## src/rtl/evt_pkg.sv

```systemverilog
`default_nettype none
// ============================================================================
//  Package   : evt_pkg
//  Purpose   : Shared types and constants for the DVS event byte serializer.
//              The event record layout, the 7-byte frame geometry and the
//              byte-selection helper live here so that the FIFO, the
//              serializer and any future receive side agree on one format.
//  Revision  : 1.0 - initial release
// ============================================================================
package evt_pkg;

  // One event record {p, x, y, t} = 1 + 16 + 16 + 16 bits.
  localparam int EVT_W       = 49;
  localparam int FRAME_BYTES = 7;

  // Upper nibble of frame byte 0; lets a receiver re-align on a byte stream.
  localparam logic [3:0] SYNC_NIBBLE = 4'hA;

  // Byte positions inside a frame (MSB first on the wire).
  localparam logic [2:0] BYTE_SOF  = 3'd0;
  localparam logic [2:0] BYTE_X_HI = 3'd1;
  localparam logic [2:0] BYTE_X_LO = 3'd2;
  localparam logic [2:0] BYTE_Y_HI = 3'd3;
  localparam logic [2:0] BYTE_Y_LO = 3'd4;
  localparam logic [2:0] BYTE_T_HI = 3'd5;
  localparam logic [2:0] BYTE_EOF  = 3'd6;

  typedef struct packed {
    logic        p;
    logic [15:0] x;
    logic [15:0] y;
    logic [15:0] t;
  } evt_t;

  typedef enum logic [0:0] {
    ST_IDLE = 1'b0,
    ST_SEND = 1'b1
  } ser_state_t;

  // Byte 'idx' of the frame that carries event 'e'.
  function automatic logic [7:0] frame_byte(input evt_t e, input logic [2:0] idx);
    logic [7:0] b;
    case (idx)
      BYTE_SOF:  b = {SYNC_NIBBLE, 3'b000, e.p};
      BYTE_X_HI: b = e.x[15:8];
      BYTE_X_LO: b = e.x[7:0];
      BYTE_Y_HI: b = e.y[15:8];
      BYTE_Y_LO: b = e.y[7:0];
      BYTE_T_HI: b = e.t[15:8];
      BYTE_EOF:  b = e.t[7:0];
      default:   b = 8'h00;
    endcase
    return b;
  endfunction

endpackage
`default_nettype wire

```

## src/rtl/event_byte_serializer_fifo.sv

```systemverilog
`default_nettype none
// ============================================================================
//  Module    : event_fifo
//  Purpose   : Small synchronous FIFO holding pending events. Read data is
//              the head entry, presented combinationally (first-word
//              fall-through); rd_en pops it at the clock edge.
//  Ports     : clk, rst_n          clock / async active-low reset
//              wr_en, wr_data      push (ignored while full)
//              rd_en, rd_data      pop (ignored while empty) / head entry
//              full, empty         status flags, derived from registers only
//  Revision  : 1.0 - initial release
// ============================================================================
module event_fifo
  import evt_pkg::*;
#(
  parameter int WIDTH = EVT_W,
  parameter int DEPTH = 4        // power of two, >= 2
) (
  input  logic             clk,
  input  logic             rst_n,
  input  logic             wr_en,
  input  logic [WIDTH-1:0] wr_data,
  input  logic             rd_en,
  output logic [WIDTH-1:0] rd_data,
  output logic             full,
  output logic             empty
);

  localparam int AW = $clog2(DEPTH);
  localparam logic [AW:0] c_ptr_one = {{AW{1'b0}}, 1'b1};

  logic [WIDTH-1:0] r_mem [DEPTH];

  // Pointers carry one extra wrap bit: equal -> empty, only MSB differs -> full.
  logic [AW:0] r_wr_ptr;
  logic [AW:0] r_rd_ptr;

  logic w_do_wr;
  logic w_do_rd;

  assign empty   = (r_wr_ptr == r_rd_ptr);
  assign full    = (r_wr_ptr[AW] != r_rd_ptr[AW]) &&
                   (r_wr_ptr[AW-1:0] == r_rd_ptr[AW-1:0]);
  assign w_do_wr = wr_en && !full;
  assign w_do_rd = rd_en && !empty;
  assign rd_data = r_mem[r_rd_ptr[AW-1:0]];

  // Storage needs no reset: pointer reset alone discards the contents.
  always_ff @(posedge clk) begin
    if (w_do_wr) begin
      r_mem[r_wr_ptr[AW-1:0]] <= wr_data;
    end
  end

  always_ff @(posedge clk or negedge rst_n) begin
    if (!rst_n) begin
      r_wr_ptr <= '0;
      r_rd_ptr <= '0;
    end else begin
      if (w_do_wr) r_wr_ptr <= r_wr_ptr + c_ptr_one;
      if (w_do_rd) r_rd_ptr <= r_rd_ptr + c_ptr_one;
    end
  end

endmodule
`default_nettype wire

```

## src/rtl/event_byte_serializer.sv

```systemverilog
`default_nettype none
// ============================================================================
//  Module    : event_byte_serializer
//  Purpose   : Accepts filtered DVS events (x,y,t,p), queues them in a small
//              FIFO and sends each as a 7-byte frame on an 8-bit valid/ready
//              byte stream: {A,000,p} x_hi x_lo y_hi y_lo t_hi t_lo.
//  Ports     : clk, rst_n                       clock / async active-low reset
//              ev_valid, ev_ready               event input handshake
//              ev_x, ev_y, ev_t, ev_p           event fields
//              tx_data, tx_valid, tx_ready      byte output handshake
//              tx_sof, tx_eof                   first / last byte of a frame
//              busy                             frame in flight or events queued
//              drop_count                       saturating overflow count
//  Revision  : 1.0 - initial release
// ============================================================================
module event_byte_serializer
  import evt_pkg::*;
#(
  parameter int FIFO_DEPTH   = 4,     // power of two, >= 2
  parameter bit DROP_ON_FULL = 1'b0,  // 1: never backpressure, drop and count instead
  parameter int CNT_W        = 8
) (
  input  logic             clk,
  input  logic             rst_n,
  input  logic             ev_valid,
  output logic             ev_ready,
  input  logic [15:0]      ev_x,
  input  logic [15:0]      ev_y,
  input  logic [15:0]      ev_t,
  input  logic             ev_p,
  output logic [7:0]       tx_data,
  output logic             tx_valid,
  input  logic             tx_ready,
  output logic             tx_sof,
  output logic             tx_eof,
  output logic             busy,
  output logic [CNT_W-1:0] drop_count
);

  // --------------------------------------------------------------------------
  // Event FIFO
  // --------------------------------------------------------------------------
  logic             w_fifo_full;
  logic             w_fifo_empty;
  logic             w_fifo_wr_en;
  logic             w_fifo_rd_en;
  logic [EVT_W-1:0] w_wr_evt;
  logic [EVT_W-1:0] w_head;

  assign w_wr_evt     = {ev_p, ev_x, ev_y, ev_t};
  // In both modes an event is stored only if there is room; in backpressure
  // mode ev_ready already equals !full so the extra term is redundant there.
  assign w_fifo_wr_en = ev_valid && !w_fifo_full;

  event_fifo #(
    .WIDTH (EVT_W),
    .DEPTH (FIFO_DEPTH)
  ) u_fifo (
    .clk     (clk),
    .rst_n   (rst_n),
    .wr_en   (w_fifo_wr_en),
    .wr_data (w_wr_evt),
    .rd_en   (w_fifo_rd_en),
    .rd_data (w_head),
    .full    (w_fifo_full),
    .empty   (w_fifo_empty)
  );

  // --------------------------------------------------------------------------
  // Serializer FSM
  // --------------------------------------------------------------------------
  ser_state_t r_state;
  evt_t       r_frame;       // event currently on the wire
  logic [2:0] r_byte_idx;
  logic [7:0] r_tx_data;
  logic       r_tx_valid;
  logic       r_tx_sof;
  logic       r_tx_eof;

  logic       w_tx_fire;
  logic       w_last_byte;
  logic [2:0] w_next_idx;

  assign w_tx_fire   = r_tx_valid && tx_ready;
  assign w_last_byte = (r_byte_idx == BYTE_EOF);
  assign w_next_idx  = r_byte_idx + 3'd1;

  // Pop when idle, or on the final byte handshake so the next frame follows
  // without a bubble cycle.
  assign w_fifo_rd_en = !w_fifo_empty &&
                        ((r_state == ST_IDLE) || (w_tx_fire && w_last_byte));

  always_ff @(posedge clk or negedge rst_n) begin
    if (!rst_n) begin
      r_state    <= ST_IDLE;
      r_frame    <= '0;
      r_byte_idx <= BYTE_SOF;
      r_tx_data  <= 8'h00;
      r_tx_valid <= 1'b0;
      r_tx_sof   <= 1'b0;
      r_tx_eof   <= 1'b0;
    end else begin
      case (r_state)
        ST_IDLE: begin
          if (w_fifo_rd_en) begin
            r_state    <= ST_SEND;
            r_frame    <= w_head;
            r_byte_idx <= BYTE_SOF;
            r_tx_data  <= frame_byte(w_head, BYTE_SOF);
            r_tx_valid <= 1'b1;
            r_tx_sof   <= 1'b1;
            r_tx_eof   <= 1'b0;
          end
        end

        ST_SEND: begin
          // Outputs only move on a handshake, so they hold while stalled.
          if (w_tx_fire) begin
            if (w_last_byte) begin
              if (w_fifo_rd_en) begin
                r_frame    <= w_head;
                r_byte_idx <= BYTE_SOF;
                r_tx_data  <= frame_byte(w_head, BYTE_SOF);
                r_tx_sof   <= 1'b1;
                r_tx_eof   <= 1'b0;
              end else begin
                r_state    <= ST_IDLE;
                r_byte_idx <= BYTE_SOF;
                r_tx_valid <= 1'b0;
                r_tx_sof   <= 1'b0;
                r_tx_eof   <= 1'b0;
              end
            end else begin
              r_byte_idx <= w_next_idx;
              r_tx_data  <= frame_byte(r_frame, w_next_idx);
              r_tx_sof   <= 1'b0;
              r_tx_eof   <= (w_next_idx == BYTE_EOF);
            end
          end
        end

        default: begin
          r_state    <= ST_IDLE;
          r_tx_valid <= 1'b0;
          r_tx_sof   <= 1'b0;
          r_tx_eof   <= 1'b0;
        end
      endcase
    end
  end

  assign tx_data  = r_tx_data;
  assign tx_valid = r_tx_valid;
  assign tx_sof   = r_tx_sof;
  assign tx_eof   = r_tx_eof;
  assign busy     = (r_state == ST_SEND) || !w_fifo_empty;

  // --------------------------------------------------------------------------
  // Input flow control / drop counter
  // --------------------------------------------------------------------------
  generate
    if (DROP_ON_FULL) begin : g_drop
      logic [CNT_W-1:0] r_drop_count;

      always_ff @(posedge clk or negedge rst_n) begin
        if (!rst_n) begin
          r_drop_count <= '0;
        end else if (ev_valid && w_fifo_full && (r_drop_count != {CNT_W{1'b1}})) begin
          r_drop_count <= r_drop_count + {{(CNT_W-1){1'b0}}, 1'b1};
        end
      end

      assign ev_ready   = 1'b1;
      assign drop_count = r_drop_count;
    end else begin : g_backpressure
      // Depends only on FIFO pointers: no combinational path from tx_ready,
      // so a slot freed by a pop is only offered on the following cycle.
      assign ev_ready   = !w_fifo_full;
      assign drop_count = '0;
    end
  endgenerate

endmodule
`default_nettype wire

```

## config.mk

```make
export PLATFORM = sky130hd
export DESIGN_NAME = event_byte_serializer
export DESIGN_NICKNAME = d
export VERILOG_FILES = /design/src/rtl/evt_pkg.sv /design/src/rtl/event_byte_serializer_fifo.sv /design/src/rtl/event_byte_serializer.sv
export SDC_FILE = /design/constraint.sdc
export NUM_CORES = 1
export LEC_CHECK = 0
export ABC_AREA = 1
export BUFFER_PORTS_ARGS = -buffer_cell sky130_fd_sc_hd__buf_2
export CAP_MARGIN = 20
export CORE_AREA = 4 4 125 174
export CTS_CLUSTER_SIZE = 8
export DETAILED_ROUTE_END_ITERATION = 12
export DIE_AREA = 0 0 129 178
export HOLD_SLACK_MARGIN = 0.12
export PLACE_DENSITY = 0.79
export SLEW_MARGIN = 0
export SYNTH_ARGS = -nofsm -noshare
export SYNTH_HDL_FRONTEND = slang
export SYNTH_HIERARCHICAL = 1
export SYNTH_SLANG_ARGS = --single-unit
```

## constraint.sdc

```tcl
create_clock -name clk -period 3.65 [get_ports clk]
set_input_delay 0.1825 -clock clk [delete_from_list [all_inputs] [get_ports clk]]
set_output_delay 0.1825 -clock clk [all_outputs]
set_load 0.05 [all_outputs]
```

# Word level (Yosys, flattened, before mapping)
# Memories as Yosys holds them, arrays and structs flattened.
# Cells that the tools add are included.
# classes
addsub,3
n_eq_ne,14
mux,31
n_bitwise,1
reduce_logical,15
# op_table
op,count
2-to-1 mux 49 bit,3
case mux 49 bit (2 select lines),1
case mux 8 bit (7 select lines),1
2-to-1 mux 8 bit,3
case mux 8 bit (2 select lines),1
2-to-1 mux 1 bit,14
"== test 3 bit, second input constant",4
"adder 3 x 1 -> 3 bit, second input constant",3
2-to-1 mux 3 bit,3
case mux 1 bit (2 select lines),4
logical AND 1 bit,7
"== test 3 x 2 -> 1 bit, second input constant",2
"inequality test 2 x 1 -> 1 bit, second input constant",3
case mux 3 bit (2 select lines),1
AND reduction 2 bit,2
AND reduction 4 bit,1
"== test 3 x 1 -> 1 bit, second input constant",1
== test 3 bit,1
logical NOT 3 bit,1
== test 2 bit,1
logical NOT 1 bit,2
logical OR 1 bit,2
"inequality test 2 bit, second input constant",1
inequality test 1 bit,1
inverter 1 bit,1
# word_totals
regBits,70
ram_bits,196
inputBits,53
out_inout_bits,21
wordCells,77
memories,1
# memory_table
name,words,word_bits,rd,rd_clocked_by_memory_dff,write_ports,line,rtl
u_fifo.r_mem,4,49,1,0,1,event_byte_serializer_fifo.sv:32,logic [WIDTH-1:0] r_mem [DEPTH];

# Longest topological paths before layout
# depth
word_depth,8
mapped_depth,13
ltp_nobuf,12

# Hierarchy
# Netlist, hierarchy kept.
# modules_own_cells
module,n_inst,cells_per_inst,area_per_inst_um2,seq_area_each_um2
event_fifo,1,534,7638.6,6035.8
event_byte_serializer,1,391,3079.2,1601.5

# Worst setup path before layout
# OpenSTA, ideal clock, no wires.
# synth_path
kind,flip-flop to flip-flop
from,reg u_fifo.r_rd_ptr[0]
to,"mem u_fifo/r_mem[0][0] (netlist name), enable pin"
setup_time_ns,0.456
t_arrival_ns,3.234
slack_ns,-0.040
path_stages_with_launch,10
path_buffers,1
cell_sequence,dfrtp_1 > buf_6 > inv_6 > nand2_2 > nand2_1 > nand3_2 > inv_1 > nor2_1 > nand2_2 > nor2_1
# synth_via
elab_chain_len,7
# synth_rtl
item,line,rtl
"start, declared",event_byte_serializer_fifo.sv:36,logic [AW:0] r_rd_ptr;
"start signal, assigned",event_byte_serializer_fifo.sv:61,if (w_do_rd) r_rd_ptr <= r_rd_ptr + c_ptr_one;
== test 2 bit,event_byte_serializer_fifo.sv:43,(r_wr_ptr[AW-1:0] == r_rd_ptr[AW-1:0]);
logical AND 1 bit,event_byte_serializer_fifo.sv:42,assign full = (r_wr_ptr[AW] != r_rd_ptr[AW]) &&
named net w_fifo_full,event_byte_serializer.sv:43,logic w_fifo_full;
logical NOT 1 bit,event_byte_serializer.sv:53,assign w_fifo_wr_en = ev_valid && !w_fifo_full;
logical AND 1 bit,event_byte_serializer.sv:53,
named net w_fifo_wr_en,event_byte_serializer.sv:45,logic w_fifo_wr_en;
logical AND 1 bit,event_byte_serializer_fifo.sv:44,assign w_do_wr = wr_en && !full;
2-to-1 mux 1 bit,event_byte_serializer_fifo.sv:50,if (w_do_wr) begin
2-to-1 mux 1 bit (implied by the code),event_byte_serializer_fifo.sv:51,r_mem[r_wr_ptr[AW-1:0]] <= wr_data;
"end, declared",event_byte_serializer_fifo.sv:32,
# The timed path passes the listed nets, and every way through them passes these cells.

# Worst setup path after layout
# layout_path
from,reg u_fifo.r_rd_ptr[1]
to,reg u_fifo.r_rd_ptr[0]
# layout_via
elab_chain_len,4
# layout_rtl
item,line,rtl
== test 3 bit *,event_byte_serializer_fifo.sv:41,assign empty = (r_wr_ptr == r_rd_ptr);
named net w_fifo_empty,event_byte_serializer.sv:44,logic w_fifo_empty;
logical NOT 1 bit *,"event_byte_serializer_fifo.sv:45, event_byte_serializer.sv:90",
logical AND 1 bit,event_byte_serializer.sv:90,assign w_fifo_rd_en = !w_fifo_empty &&
logical AND 1 bit *,event_byte_serializer_fifo.sv:45,assign w_do_rd = rd_en && !empty;
# Mark *: on every way through the listed nets, which the timed path passes. The rest lies on a longest branch.
# A chain may end at the register's enable or synchronous reset.

==> impl_metrics.py <==
metrics = {
    "sta": {
        "fin_skew_ns": 0.0184,
        "hold_viol": 0,
        "whs_ns": 0.134,
        "period_minus_slack_ns": 2.68,
        "rsz0062_at_grt": "no",
        "setup_viol": 0,
        "max_freq_ghz": 0.374,
        "tightest_slew_ns": 0.982,
        "slew_viol_final": 0,
        "finalCritPeriodShare": 0.733,
        "relSlewSlack": 0.345,
    },
    "clock_tree": {
        "clk_latency_ns": 0.50,
        "postCtsHoldBufs": 51,
        "clockBufferDepth": 3,
        "clkSlewWorstSetupHoldPaths_ns": 0.05,
        "post_cts_resized": 0,
        "cts.sinks": 266,
        "htreeDepth": 2,
        "post-cts-setup-buffers": 0,
        "clock-root-buffer": "clkbuf_16",
        "cts_inserted_buffers": 39,
        "cts_tree": "built",
    },
    "detailed_routing": {
        "drtAntennaViolNets": 0,
        "first_pass_iters": 5,
        "num_vias": 7128,
        "drt_iter0_markers": 589,
        "routedWlPerCell_um": 17.5,
        "vias_per_cell": 5.37,
        "drc": 0,
        "routed_wl_um": 23200,
    },
    "power": {
        "power.density_mw_per_mm2": 613,
        "power_frac_clock": 0.411,
        "power_frac_comb": 0.099,
        "irDropWorstVdd_v": 0.000394,
        "p_leak_nw": 5.31,
        "p_int_w": 0.00604,
        "pwr-share-seq": 0.490,
        "swShare": 0.233,
        "p_switching_w": 0.00184,
    },
    "synthesis": {
        "synth_top_area_cell": "edfxtp_1",
        "synth-xor-area-share": 0.00163,
        "yosys.area_share.simple": 0.149,
        "yosysMostFrequentCell": "nand2_1",
        "synth-compound-area-share": 0.0849,
        "synth-edff-count": 196,
        "synth_top_cell_area_share": 0.549,
        "syn-instance-count": 925,
        "synthMuxAreaShare": 0,
        "yosys-top-cells-count": "238 x nand2_1, 196 x edfxtp_1, 113 x nor2_1",
        "synth_cell_types": 33,
        "yosysWarnings": 6,
        "synth_area_mm2": 0.0107,
        "synth_fa_ha_area_frac": 0.00584,
        "synthFlopType": "edfxtp_1",
        "synth_top_family_by_area": "simple AND/OR/NAND/NOR gates",
        "synth_seq_cells": 266,
        "synth_seq_area_share": 0.713,
        "avgSynthCellArea_um2": 11.6,
        "async_flop_share": 0.263,
        "synth_area_leaders": "edfxtp_1 55%, dfrtp_1 16%, nand2_1 8.3%",
    },
    "status": {
        "status": "finished, final reports clean",
    },
    "critical_path": {
        "cp_max_fo": 58,
        "worstPathArrival_ns": 3.07,
        "critical_path_class": "flip-flop to flip-flop",
        "crit_path_start_kind": "flip-flop",
        "required_ns": 4.04,
        "end_kind": "flip-flop",
    },
    "placed_design": {
        "io_buffers": 65,
        "dpl.hpwl_um": 13400,
        "gp_congestion": 0.904,
    },
    "final_layout": {
        "diodes": 0,
        "synthToLayoutAreaGrowth_pct": 19.8,
        "fill_cells": 1472,
        "drive_gt1_frac": 0.141,
        "layout.nets": 1107,
        "utilization": 0.642,
    },
    "global_routing": {
        "gr-usage-all-layers": 0.207,
        "antenna_found_initial": 0,
        "grt_first_pass_wirelength_um": 37100,
        "grt_max_degree": 100,
        "grt_pass1_vias": 7131,
        "overflow": 0,
    },
    "floorplanning": {
        "dieArea_mm2": 0.0230,
        "fp.dieW_um": 129,
        "ioPinCount": 74,
        "rows": 61,
        "initial_utilization": 0.536,
        "core-area_mm2": 0.0200,
        "die_h_um": 178,
    },
    "flow_run": {
        "maxCapViolations": 0,
    },
    "worst_hold_path": {
        "min_path_type": "primary input to flip-flop",
    },
}
-- metrics by stage --
step,setup TNS [ns],power (W),cell area [um^2],worst slack (ns),instances
2_1_floorplan,-5.86,0.00433,10700,-0.0398,932
3_3_place_gp,0,0.00463,11200,1.02,1209
3_5_place_dp,0,0.00465,11200,0.957,1209
4_1_cts,0,0.00794,12800,0.922,1328
5_1_grt,0,0.00817,12800,0.736,1328
6_report,0,0.00788,12800,0.973,1328
-- path summary, 6_finish.rpt --
check	startpoint	end	slack, ns	cells past startpoint
max in group asynchronous	rst_n	r_frame[35]	2.40	3
hold / removal	tx_ready	tx_eof	0.13	5
setup / recovery	u_fifo/r_rd_ptr[1]	u_fifo/r_rd_ptr[0]	0.97	9
setup reg to reg	u_fifo/r_rd_ptr[1]	u_fifo/r_rd_ptr[0]	0.97	9
hold reg to reg	tx_data[4]	tx_data[4]	0.48	2
min in group asynchronous	rst_n	tx_data[2]	0.30	2
-- critical path: stages, from the launching register on --
cell     delay [ns]
dfrtp_1        0.71
xnor2_1        0.21
nand3_2        0.14
inv_1          0.09
nor2_1         0.19
nand2_4        0.33
inv_4          0.55
nand2_1        0.18
nand2_1        0.09
nand2_1        0.06
-- kinds of logic (layout without fill, tap and decap cells) --
kind of cell | count (synthesis) | count (layout)
buffers and inverters | 90 | 234
AND/OR/NAND/NOR | 393 | 393
flip-flops | 266 | 266
AO/OA/AOI/OAI | 168 | 168
adder cells (fa/ha/maj) | 5 | 5
other | 1 | 8
XOR/XNOR | 2 | 2
-- registers in the layout, summed over array words and instances (netlist names) --
| signal | cells |
|---|---|
| tx_sof | 1 |
| r_frame | 49 |
| u_fifo/r_wr_ptr | 3 |
| u_fifo/r_rd_ptr | 3 |
| tx_eof | 1 |
| r_byte_idx | 3 |
| r_state | 1 |
| u_fifo/r_mem | 196 |
| tx_valid | 1 |
| tx_data | 8 |
-- layout make-up --
type,count,area [um^2],share of cell area
clock buffers,67,1120,0.0875
clock inverters,1,8.76,0.000682
inverters,39,154,0.0120
multi-input cells,576,2640,0.206
flip-flops and latches,266,7640,0.595
well taps,252,315,0.0246
repair buffers,127,956,0.0745
-- power by group through the flow --
stage / combinational, W / clock (W) / sequential (W)
3_5_place_dp: 0.000745 / 0 / 0.00391
6_report: 0.000780 / 0.00323 / 0.00386
3_3_place_gp: 0.000737 / 0 / 0.00389
4_1_cts: 0.000793 / 0.00329 / 0.00386
2_1_floorplan: 0.000414 / 0 / 0.00391
5_1_grt: 0.000857 / 0.00343 / 0.00389
-- layer usage --
metal	up-vias	track usage	part of all wire	wire (um)
met5	-	0	0	0
met4	0	0.0854	0.029	665
met3	52	0.0327	0.049	1140
met2	223	0.353	0.52	12100
met1	3434	0.265	0.40	9280
li1	3419	-	-	-
-- cells in the final DEF, fill, tap and decap left out --
master         count
nand2_1          238
edfxtp_1         196
nor2_1           110
o21ai_0          105
dfrtp_1           69
buf_2             65
o22ai_1           51
dlygate4sd3_1     51
clkbuf_16         41
inv_1             33
clkbuf_1          26
nand2_2           13
nand3_1           11
conb_1             8
buf_4              8
o21ai_1            7
nor2_4             6
nand4_1            5
ha_1               5
inv_2              4
a21oi_1            3
nor2_2             3
buf_12             3
nand2_4            2
a22oi_1            2
nor3_1             2
nand3_2            2
inv_4              1
nor3_2             1
clkinv_4           1
inv_6              1
xnor2_1            1
xor2_1             1
dfrtp_2            1
(Power assumes the default switching activity.)
